[src/rtl/fft_pkg.sv]
// Shared constants for the 256-point radix-2 FFT: sizes, latencies and address widths.
package fft_pkg;

    localparam int unsigned N        = 256;
    localparam int unsigned LOG2N    = 8;
    localparam int unsigned PIPE_LAT = 4;

    localparam int unsigned STG_W  = $clog2(LOG2N);
    localparam int unsigned ADDR_W = LOG2N;
    localparam int unsigned TW_W   = LOG2N - 1;
    localparam int unsigned J_W    = LOG2N - 1;

    // Write-back delay: one cycle of RAM/ROM read plus the butterfly pipeline.
    localparam int unsigned WB_DLY = 1 + PIPE_LAT;

    typedef enum logic [1:0] {
        ST_IDLE,
        ST_ISSUE,
        ST_DRAIN,
        ST_DONE
    } seq_state_e;

endpackage

[src/rtl/fft_addr_dly.sv]
// Fixed-depth shift register carrying {valid, addr_a, addr_b} from issue to write-back.
module fft_addr_dly #(
    parameter int unsigned DEPTH = 5,
    parameter int unsigned AW    = 8
) (
    input  logic          clk,
    input  logic          rst_n,
    input  logic          vld_i,
    input  logic [AW-1:0] a_i,
    input  logic [AW-1:0] b_i,
    output logic          vld_o,
    output logic [AW-1:0] a_o,
    output logic [AW-1:0] b_o
);

    logic [DEPTH-1:0] vld_q;
    logic [AW-1:0]    a_q [DEPTH];
    logic [AW-1:0]    b_q [DEPTH];

    always_ff @(posedge clk or negedge rst_n) begin
        if (!rst_n) begin
            vld_q <= '0;
            for (int unsigned i = 0; i < DEPTH; i++) begin
                a_q[i] <= '0;
                b_q[i] <= '0;
            end
        end else begin
            vld_q  <= {vld_q[DEPTH-2:0], vld_i};
            a_q[0] <= a_i;
            b_q[0] <= b_i;
            for (int unsigned i = 1; i < DEPTH; i++) begin
                a_q[i] <= a_q[i-1];
                b_q[i] <= b_q[i-1];
            end
        end
    end

    assign vld_o = vld_q[DEPTH-1];
    assign a_o   = a_q[DEPTH-1];
    assign b_o   = b_q[DEPTH-1];

endmodule

[src/rtl/fft_bfly_seq.sv]
// In-place radix-2 DIT butterfly sequencer: read/twiddle addresses per cycle, delayed write-back.
module fft_bfly_seq
    import fft_pkg::*;
(
    input  logic              clk,
    input  logic              rst_n,
    input  logic              start,
    output logic              busy,
    output logic              done,
    output logic [STG_W-1:0]  stage,
    output logic              rd_en,
    output logic [ADDR_W-1:0] rd_addr_a,
    output logic [ADDR_W-1:0] rd_addr_b,
    output logic [TW_W-1:0]   tw_addr,
    output logic              bfly_in_valid,
    output logic              wr_en,
    output logic [ADDR_W-1:0] wr_addr_a,
    output logic [ADDR_W-1:0] wr_addr_b
);

    localparam int unsigned DCNT_W = $clog2(WB_DLY + 1);

    seq_state_e        state_q, state_d;
    logic [STG_W-1:0]  stage_q, stage_d;
    logic [J_W-1:0]    j_q, j_d;
    logic [DCNT_W-1:0] dcnt_q, dcnt_d;
    logic              bvld_q;

    logic [ADDR_W-1:0] j_ext, half, mask, a_calc;
    logic [TW_W-1:0]   tw_calc;

    always_ff @(posedge clk or negedge rst_n) begin
        if (!rst_n) begin
            state_q <= ST_IDLE;
            stage_q <= '0;
            j_q     <= '0;
            dcnt_q  <= '0;
            bvld_q  <= 1'b0;
        end else begin
            state_q <= state_d;
            stage_q <= stage_d;
            j_q     <= j_d;
            dcnt_q  <= dcnt_d;
            bvld_q  <= rd_en;
        end
    end

    always_comb begin
        state_d = state_q;
        stage_d = stage_q;
        j_d     = j_q;
        dcnt_d  = dcnt_q;
        unique case (state_q)
            ST_IDLE: begin
                stage_d = '0;
                j_d     = '0;
                dcnt_d  = '0;
                if (start) state_d = ST_ISSUE;
            end
            ST_ISSUE: begin
                j_d    = j_q + 1'b1;
                dcnt_d = '0;
                if (j_q == J_W'(N/2 - 1)) state_d = ST_DRAIN;
            end
            ST_DRAIN: begin
                // Leave DRAIN only once the stage's final write strobe is on the bus.
                dcnt_d = dcnt_q + 1'b1;
                if (dcnt_q == DCNT_W'(WB_DLY - 1)) begin
                    dcnt_d = '0;
                    j_d    = '0;
                    if (stage_q == STG_W'(LOG2N - 1)) begin
                        state_d = ST_DONE;
                    end else begin
                        stage_d = stage_q + 1'b1;
                        state_d = ST_ISSUE;
                    end
                end
            end
            ST_DONE: begin
                stage_d = '0;
                state_d = ST_IDLE;
            end
            default: state_d = ST_IDLE;
        endcase
    end

    // a = grp*2*half + pos, built from shifts and masks of j.
    always_comb begin
        j_ext   = {1'b0, j_q};
        half    = ADDR_W'(1) << stage_q;
        mask    = half - 1'b1;
        a_calc  = ((j_ext >> stage_q) << ({1'b0, stage_q} + 1'b1)) | (j_ext & mask);
        tw_calc = (j_q & mask[TW_W-1:0]) << (STG_W'(LOG2N - 1) - stage_q);
    end

    assign rd_en         = (state_q == ST_ISSUE);
    assign busy          = (state_q == ST_ISSUE) || (state_q == ST_DRAIN);
    assign done          = (state_q == ST_DONE);
    assign stage         = stage_q;
    assign rd_addr_a     = rd_en ? a_calc : '0;
    assign rd_addr_b     = rd_en ? (a_calc | half) : '0;
    assign tw_addr       = rd_en ? tw_calc : '0;
    assign bfly_in_valid = bvld_q;

    fft_addr_dly #(
        .DEPTH (WB_DLY),
        .AW    (ADDR_W)
    ) u_wb_dly (
        .clk   (clk),
        .rst_n (rst_n),
        .vld_i (rd_en),
        .a_i   (rd_addr_a),
        .b_i   (rd_addr_b),
        .vld_o (wr_en),
        .a_o   (wr_addr_a),
        .b_o   (wr_addr_b)
    );

endmodule

[config.mk]
export PLATFORM = sky130hd
export DESIGN_NAME = fft_bfly_seq
export DESIGN_NICKNAME = d
export VERILOG_FILES = /design/src/rtl/fft_pkg.sv /design/src/rtl/fft_addr_dly.sv /design/src/rtl/fft_bfly_seq.sv
export SDC_FILE = /design/constraint.sdc
export NUM_CORES = 1
export LEC_CHECK = 0
export ABC_AREA = 0
export BUFFER_PORTS_ARGS = -buffer_cell sky130_fd_sc_hd__buf_2
export CORE_MARGIN = 4
export CORE_UTILIZATION = 35
export DETAILED_ROUTE_END_ITERATION = 8
export SYNTH_ARGS = -nofsm -noshare
export SYNTH_HDL_FRONTEND = slang
export SYNTH_SLANG_ARGS = --single-unit
[constraint.sdc]
create_clock -name clk -period 2.2 [get_ports clk]
set_input_delay 0.11 -clock clk [delete_from_list [all_inputs] [get_ports clk]]
set_output_delay 0.11 -clock clk [all_outputs]
set_load 0.005 [all_outputs]
Word level (Yosys, flattened, before mapping). Index checks and enable logic that the tools add are counted.

Bits in latches: 0. RAM bits: 0. Memories kept: 0. Flip-flop bits (word level): 101. ROM bits: 0.

Add/sub/neg operators: 6. Shift operators: 4. Reduce and logical (&&, ||, !) cells: 10. $lt $le $gt $ge: 0. Equality and inequality tests: 10. Divide/modulo/power cells: 0. Bitwise logic cells: 4. $mul: 0. Mux-type cells: 15.

Operators with widths (count): 7-bit one-hot mux with 3 select lines (1); 8-bit 2-to-1 mux (2); 8-bit bitwise OR (2); 7-bit 2-to-1 mux (2); 3-bit one-hot mux with 2 select lines (2); 3-bit 2-to-1 mux (3); 7-bit by 8-bit AND with 8-bit output (1); 2-bit 2-to-1 mux (4); 2-bit one-hot mux with 4 select lines (1); 1-bit by 3-bit << shifter with 8-bit output, first input constant (1); 8-bit by 4-bit << shifter with 8-bit output (1); 7-bit by 3-bit right shift with 8-bit output (1); 8-bit by 1-bit subtractor with 8-bit output, second input constant (1); 7-bit by 1-bit adder with 7-bit output, second input constant (1); 7-bit AND (1); 7-bit equality test, second input constant (1); 7-bit by 3-bit << shifter with 7-bit output (1); 3-bit by 1-bit adder with 3-bit output, second input constant (2); 3-bit equality test, second input constant (2); 2-bit != test, second input constant (3); 3-bit AND reduction (2); 3-bit by 1-bit adder with 4-bit output, second input constant (1); 2-bit equality test, second input constant (2); 2-bit nonzero test (2); other kinds (8) (9).

Longest topological paths before layout.
Word-level depth: 6. Depth in mapped cells: 12.

Modules after synthesis. From an unflattened synthesis, not the netlist that was laid out.

Cell total of the unflattened synthesis: 358. Area, all modules: 4205.3 sq um.

By module, submodules not included: fft_addr_dly (instances 1, seq. area each 2127.0 sq um, area an instance 2247.2 sq um, cells an instance 101); fft_bfly_seq (instances 1, seq. area each 400.4 sq um, area an instance 1958.1 sq um, cells an instance 257).

Worst setup path before layout. Ideal clock, no wire load.

Kind: reg-to-output. Start point: register stage_q[1] (netlist: stage[1]). End point: output tw_addr[6]. Cell stages (with the launch flop): 13. Arrival time: 2527 ps. Setup slack: -437 ps. Data required time: 2090 ps. Path buffers: 3. Path through: dfrtp_1 > buf_6 > buf_2 > inv_1 > ha_1 > buf_2 > nand2b_1 > ha_1 > nor2b_1 > mux2i_1 > a311oi_1 > and3_1 > nor4_1.

Word-level cells in the longest chain between the ends: 5. Elaborated cells between the ends (all ways): 6.

RTL lines: start: declaration (RTL line fft_bfly_seq.sv:24) `logic [STG_W-1:0] stage_q, stage_d;`; start signal: assignment (RTL line fft_bfly_seq.sv:41) `stage_q <= stage_d;`; 1-bit by 3-bit << shifter with 8-bit output (RTL line fft_bfly_seq.sv:90) `half = ADDR_W'(1) << stage_q;`; 8-bit by 1-bit subtractor with 8-bit output (RTL line fft_bfly_seq.sv:91) `mask = half - 1'b1;`; 7-bit AND (RTL line fft_bfly_seq.sv:93) `tw_calc = (j_q & mask[TW_W-1:0]) << (STG_W'(LOG2N - 1) - stage_q);`; 7-bit by 3-bit << shifter with 7-bit output (*) (RTL line fft_bfly_seq.sv:93); 7-bit 2-to-1 mux (*) (RTL line fft_bfly_seq.sv:102) `assign tw_addr = rd_en ? tw_calc : '0;`; end: declaration (RTL line fft_bfly_seq.sv:14) `output logic [TW_W-1:0] tw_addr,`.

Every way passes the cells marked *; elsewhere a longest branch is shown, timed or not.

Worst setup path in the final report.
Start point: register stage_q[0] (netlist: stage[0]). End point: output tw_addr[5].

The elaborated chain is that of the path after synthesis.

==> flow_summary_export.csv <==
group,metric,value,unit
clock_tree,numCtsBuffers,9,
clock_tree,numClockSinks,100,
power_and_ir_drop,switching_share,0.208,
synth,yosys.area_share.simple,0.126,
finish,instances_no_fill,594,
critical_path,worstPathBufferInverterCount,3,
timing,clock-skew-final,0.00545,ns
timing,rsz0062_at_grt,"true",
timing,max_freq,387,MHz
route,ant_nets,0,
clock_tree,clkTransAtPathRegs,0.07,ns
grt,antenna_found_initial,0,
critical_path,r2r-end,"u_wb_dly.b_q[37]",
synth,ys_ff_latch,100,
power_and_ir_drop,power_density,628,mW/mm^2
power_and_ir_drop,p_seq_frac,0.518,
critical_path,path_cells,"buf_6 -> ha_4 -> nand2_4 -> ha_4 -> nor2b_4 -> mux2i_4 -> buf_4 -> nand4_1 -> a21oi_1 -> o31a_1 -> buf_2",
critical_path,crit_required,2.09,ns
timing,max_slew_margin,0.714,
route,drt_pre_antenna_iters,4,
grt,grt_pass1_wl,16000,microns
critical_path,cp_top_family,"flip-flops",
floorplan,fp.dieH,117,microns
timing,finalWorstSetupSlack,-0.382,ns
route,vias,3018,
clock_tree,htreeDepth,3,
critical_path,setup.worst_path.end_class,"output port",
finish,drive_above_1_share,0.426,
synth,synthCells,359,
synth,mappedNetlistNets,378,
timing,period_needed,2.58,ns
placement,place_congestion,0.823,
floorplan,io_pins,50,
floorplan,core_region_area,0.0116,sq mm
power_and_ir_drop,combPwrFrac,0.012,
critical_path,critPathMaxFanout,5,
grt,track_usage,0.146,
synth,ys.flop_type,"dfrtp_1",
flow_run,cap_violations,0,
finish,antenna_cells,0,
route,drt_wl_total,9870,microns
power_and_ir_drop,p_int,2.81,mW
timing,worstMarginPinSlew,0.428,ns
timing,hold_violations,0,
power_and_ir_drop,leakagePower,2.54,nW
critical_path,rrSetupSlack,0.14,ns
grt,overflow,0,
power_and_ir_drop,vdd_drop_max,0.000326,V
power_and_ir_drop,switching_power,738,uW
synth,synth_top_family_by_area,"compound AO/OA/AOI/OAI gates",
timing,fin_setup_tns,-4.21,ns
synth,yosysSeqAreaShare,0.597,
floorplan,num_rows,39,
critical_path,worst_path_max_delay_cell,"dfrtp_2",
route,dr.first_iter.drc_count,162,
timing,fin_crit_sh,1.17,
placement,io_buffers,49,
clock_tree,clk_latency,0.35,ns
critical_path,path_class,"register to output port",
placement,place_ws,-0.127,ns
finish,final_core_util,0.488,
synth,synth-xor-area-share,0.00209,
floorplan,die_x,117,microns
grt,grt_pass1_vias,3098,
clock_tree,cts_tree,"built",
critical_path,r2r_start,"stage[1]",
outcome,violations,"setup timing",
critical_path,cp_slowest_stage_delay,0.48,ns
floorplan,dieArea,0.0138,sq mm
timing,setup_viol,21,
critical_path,reg2reg_depth,11,
route,drc,0,
clock_tree,cts-root-buf,"clkbuf_16",
route,wl_per_cell,16.6,microns
grt,grt_max_degree,46,
critical_path,startpoint_type,"register",
power_and_ir_drop,p_total,3.54,mW
route,viasPerCell,5.08,
synth,synthArstFlopShare,1.00,
synth,synthMuxAreaShare,0.0227,
clock_tree,clk_path_buf_depth,2,
finish,area_growth,34.6,%
synth,ys_types,57,
critical_path,arrival,2.47,ns
placement,dpl.cell_count,569,
synth,synth-edff-count,0,
power_and_ir_drop,p_clk_frac,0.469,
placement,place_hpwl,6910,microns
synth,synthesis.area,0.00419,sq mm
critical_path,crit_top_cell,"ha_4",
synth,syn_area_per_cell,11.7,sq um
synth,synth_compound_area_frac,0.138,
hold_path,hp-class,"primary input to asynchronous set/reset pin",
synth,yosysWarnings,0,
synth,synthAdderAreaFrac,0.0477,
finish,fin_nets,465,
outcome,status,"finished, violations left",
floorplan,start_util,0.363,
timing,slew_violations,0,
## power groups by stage
stage / clock network, mW / logic (mW) / registers, mW
2_1_floorplan: 0 / 0.000335 / 1.87
3_3_place_gp: 0 / 0.0438 / 1.87
3_5_place_dp: 0 / 0.0457 / 1.87
4_1_cts: 1.72 / 0.0468 / 1.84
5_1_grt: 1.80 / 0.0523 / 1.84
6_report: 1.66 / 0.0429 / 1.84
## kinds of logic (layout without fill, tap and decap cells)
family	count (synthesis)	in the layout
flip-flops	100	100
AND/OR/NAND/NOR	104	104
adder cells (fa/ha/maj)	16	16
multiplexers	9	9
XOR/XNOR	1	1
buffers and inverters	49	141
AO/OA/AOI/OAI	80	80
## worst max path at each step
stage              from            to  slack (ns)  depth (start not counted)
2_1_floorplan  stage[1]    tw_addr[6]       0.002                         12
3_3_place_gp   stage[1]  rd_addr_b[6]       -0.11                          7
3_5_place_dp   stage[1]  rd_addr_b[6]       -0.13                          7
4_1_cts        stage[1]    tw_addr[6]       -0.32                          8
5_1_grt        stage[0]    tw_addr[5]       -0.47                         11
6_report       stage[0]    tw_addr[5]       -0.38                         11
## stage by stage
stage,hold WS (ns),instance area [sq um]
after floorplan,-0.186,4280
after global placement,0.0398,4880
after detailed placement,0.0494,4880
after CTS,0.204,5460
after global routing,0.248,5640
final,0.211,5640
## what timing repair did
action                                  4_1_cts  5_1_grt
endpoints found under the hold margin        25        0
pin swaps                                     8        7
endpoints found under the setup margin       23       22
hold buffers                                  1        0
resized for setup                            49       32
setup buffers                                 6        3
## area by class of cell
cell class                 instances  area (sq um)
tap                              143           179
sequential                       100          2500
timing repair buffer             110           785
multi-input combinational        210          1790
inverter                          15          63.8
fill                            1045          5920
clock buffer                      11           253
clock inverter                     5          66.3
## placed cells by master, fill, tap and decap left out, types with 3 or more instances in the layout
| cell | synthesis | routed |
|---|---|---|
| a211oi_2 | 0 | 3 |
| a21o_1 | 3 | 3 |
| a21oi_1 | 9 | 7 |
| a22o_1 | 3 | 3 |
| a31oi_1 | 5 | 4 |
| and3_4 | 0 | 3 |
| buf_12 | 0 | 3 |
| buf_2 | 4 | 46 |
| buf_4 | 18 | 52 |
| buf_6 | 3 | 7 |
| clkbuf_16 | 0 | 9 |
| dfrtp_1 | 100 | 98 |
| ha_1 | 16 | 9 |
| ha_4 | 0 | 6 |
| inv_1 | 14 | 12 |
| mux2_2 | 4 | 3 |
| nand2_1 | 33 | 30 |
| nand2b_1 | 6 | 4 |
| nand3_1 | 14 | 13 |
| nand4_1 | 3 | 3 |
| nor2_1 | 16 | 11 |
| nor2_2 | 0 | 4 |
| nor2b_1 | 8 | 4 |
| nor2b_4 | 0 | 4 |
| nor3_1 | 5 | 4 |
| o21a_1 | 3 | 3 |
| o21ai_0 | 18 | 15 |
| o21ai_2 | 0 | 3 |
| o31ai_1 | 5 | 4 |
## Yosys cell counts (3+ instances only)
cell type,n,share of area
mux2i_1,5,0.012
buf_6,3,0.0081
nand2b_1,6,0.0090
or2_2,3,0.0045
nand2_1,33,0.030
o31ai_1,5,0.0090
a211oi_1,3,0.0054
a311oi_1,3,0.0063
nand3_1,14,0.017
nor2b_1,8,0.012
a2bb2oi_1,3,0.0063
buf_2,4,0.0048
a22o_1,3,0.0063
a21o_1,3,0.0054
and3_1,5,0.0075
a31oi_1,5,0.0075
nor3_1,5,0.0060
nand4_1,3,0.0045
a21oi_1,9,0.011
buf_4,18,0.032
a21boi_0,3,0.0054
nor2_1,16,0.014
mux2_2,4,0.011
dfrtp_1,100,0.60
o21a_1,3,0.0054
inv_1,14,0.013
ha_1,16,0.048
o21ai_0,18,0.021
clkbuf_1,9,0.0081
## per-layer routing
| layer | GRT usage | part of all wire | vias to the layer above |
|---|---|---|---|
| met1 | 0.184 | 0.45 | 1525 |
| met5 | 0 | 0 | - |
| met2 | 0.242 | 0.50 | 57 |
| met4 | 0.0425 | 0.011 | 0 |
| li1 | - | - | 1425 |
| met3 | 0.0457 | 0.037 | 11 |
## registers in the layout (all words and copies together) (netlist names), 3 cells and up
| name | cells |
|---|---|
| u_wb_dly.a_q | 32 |
| u_wb_dly.b_o | 8 |
| u_wb_dly.vld_q | 5 |
| j_q | 7 |
| u_wb_dly.b_q | 32 |
| stage | 3 |
| u_wb_dly.a_o | 8 |
| dcnt_q | 3 |
Power figures use the tool's default switching activity.
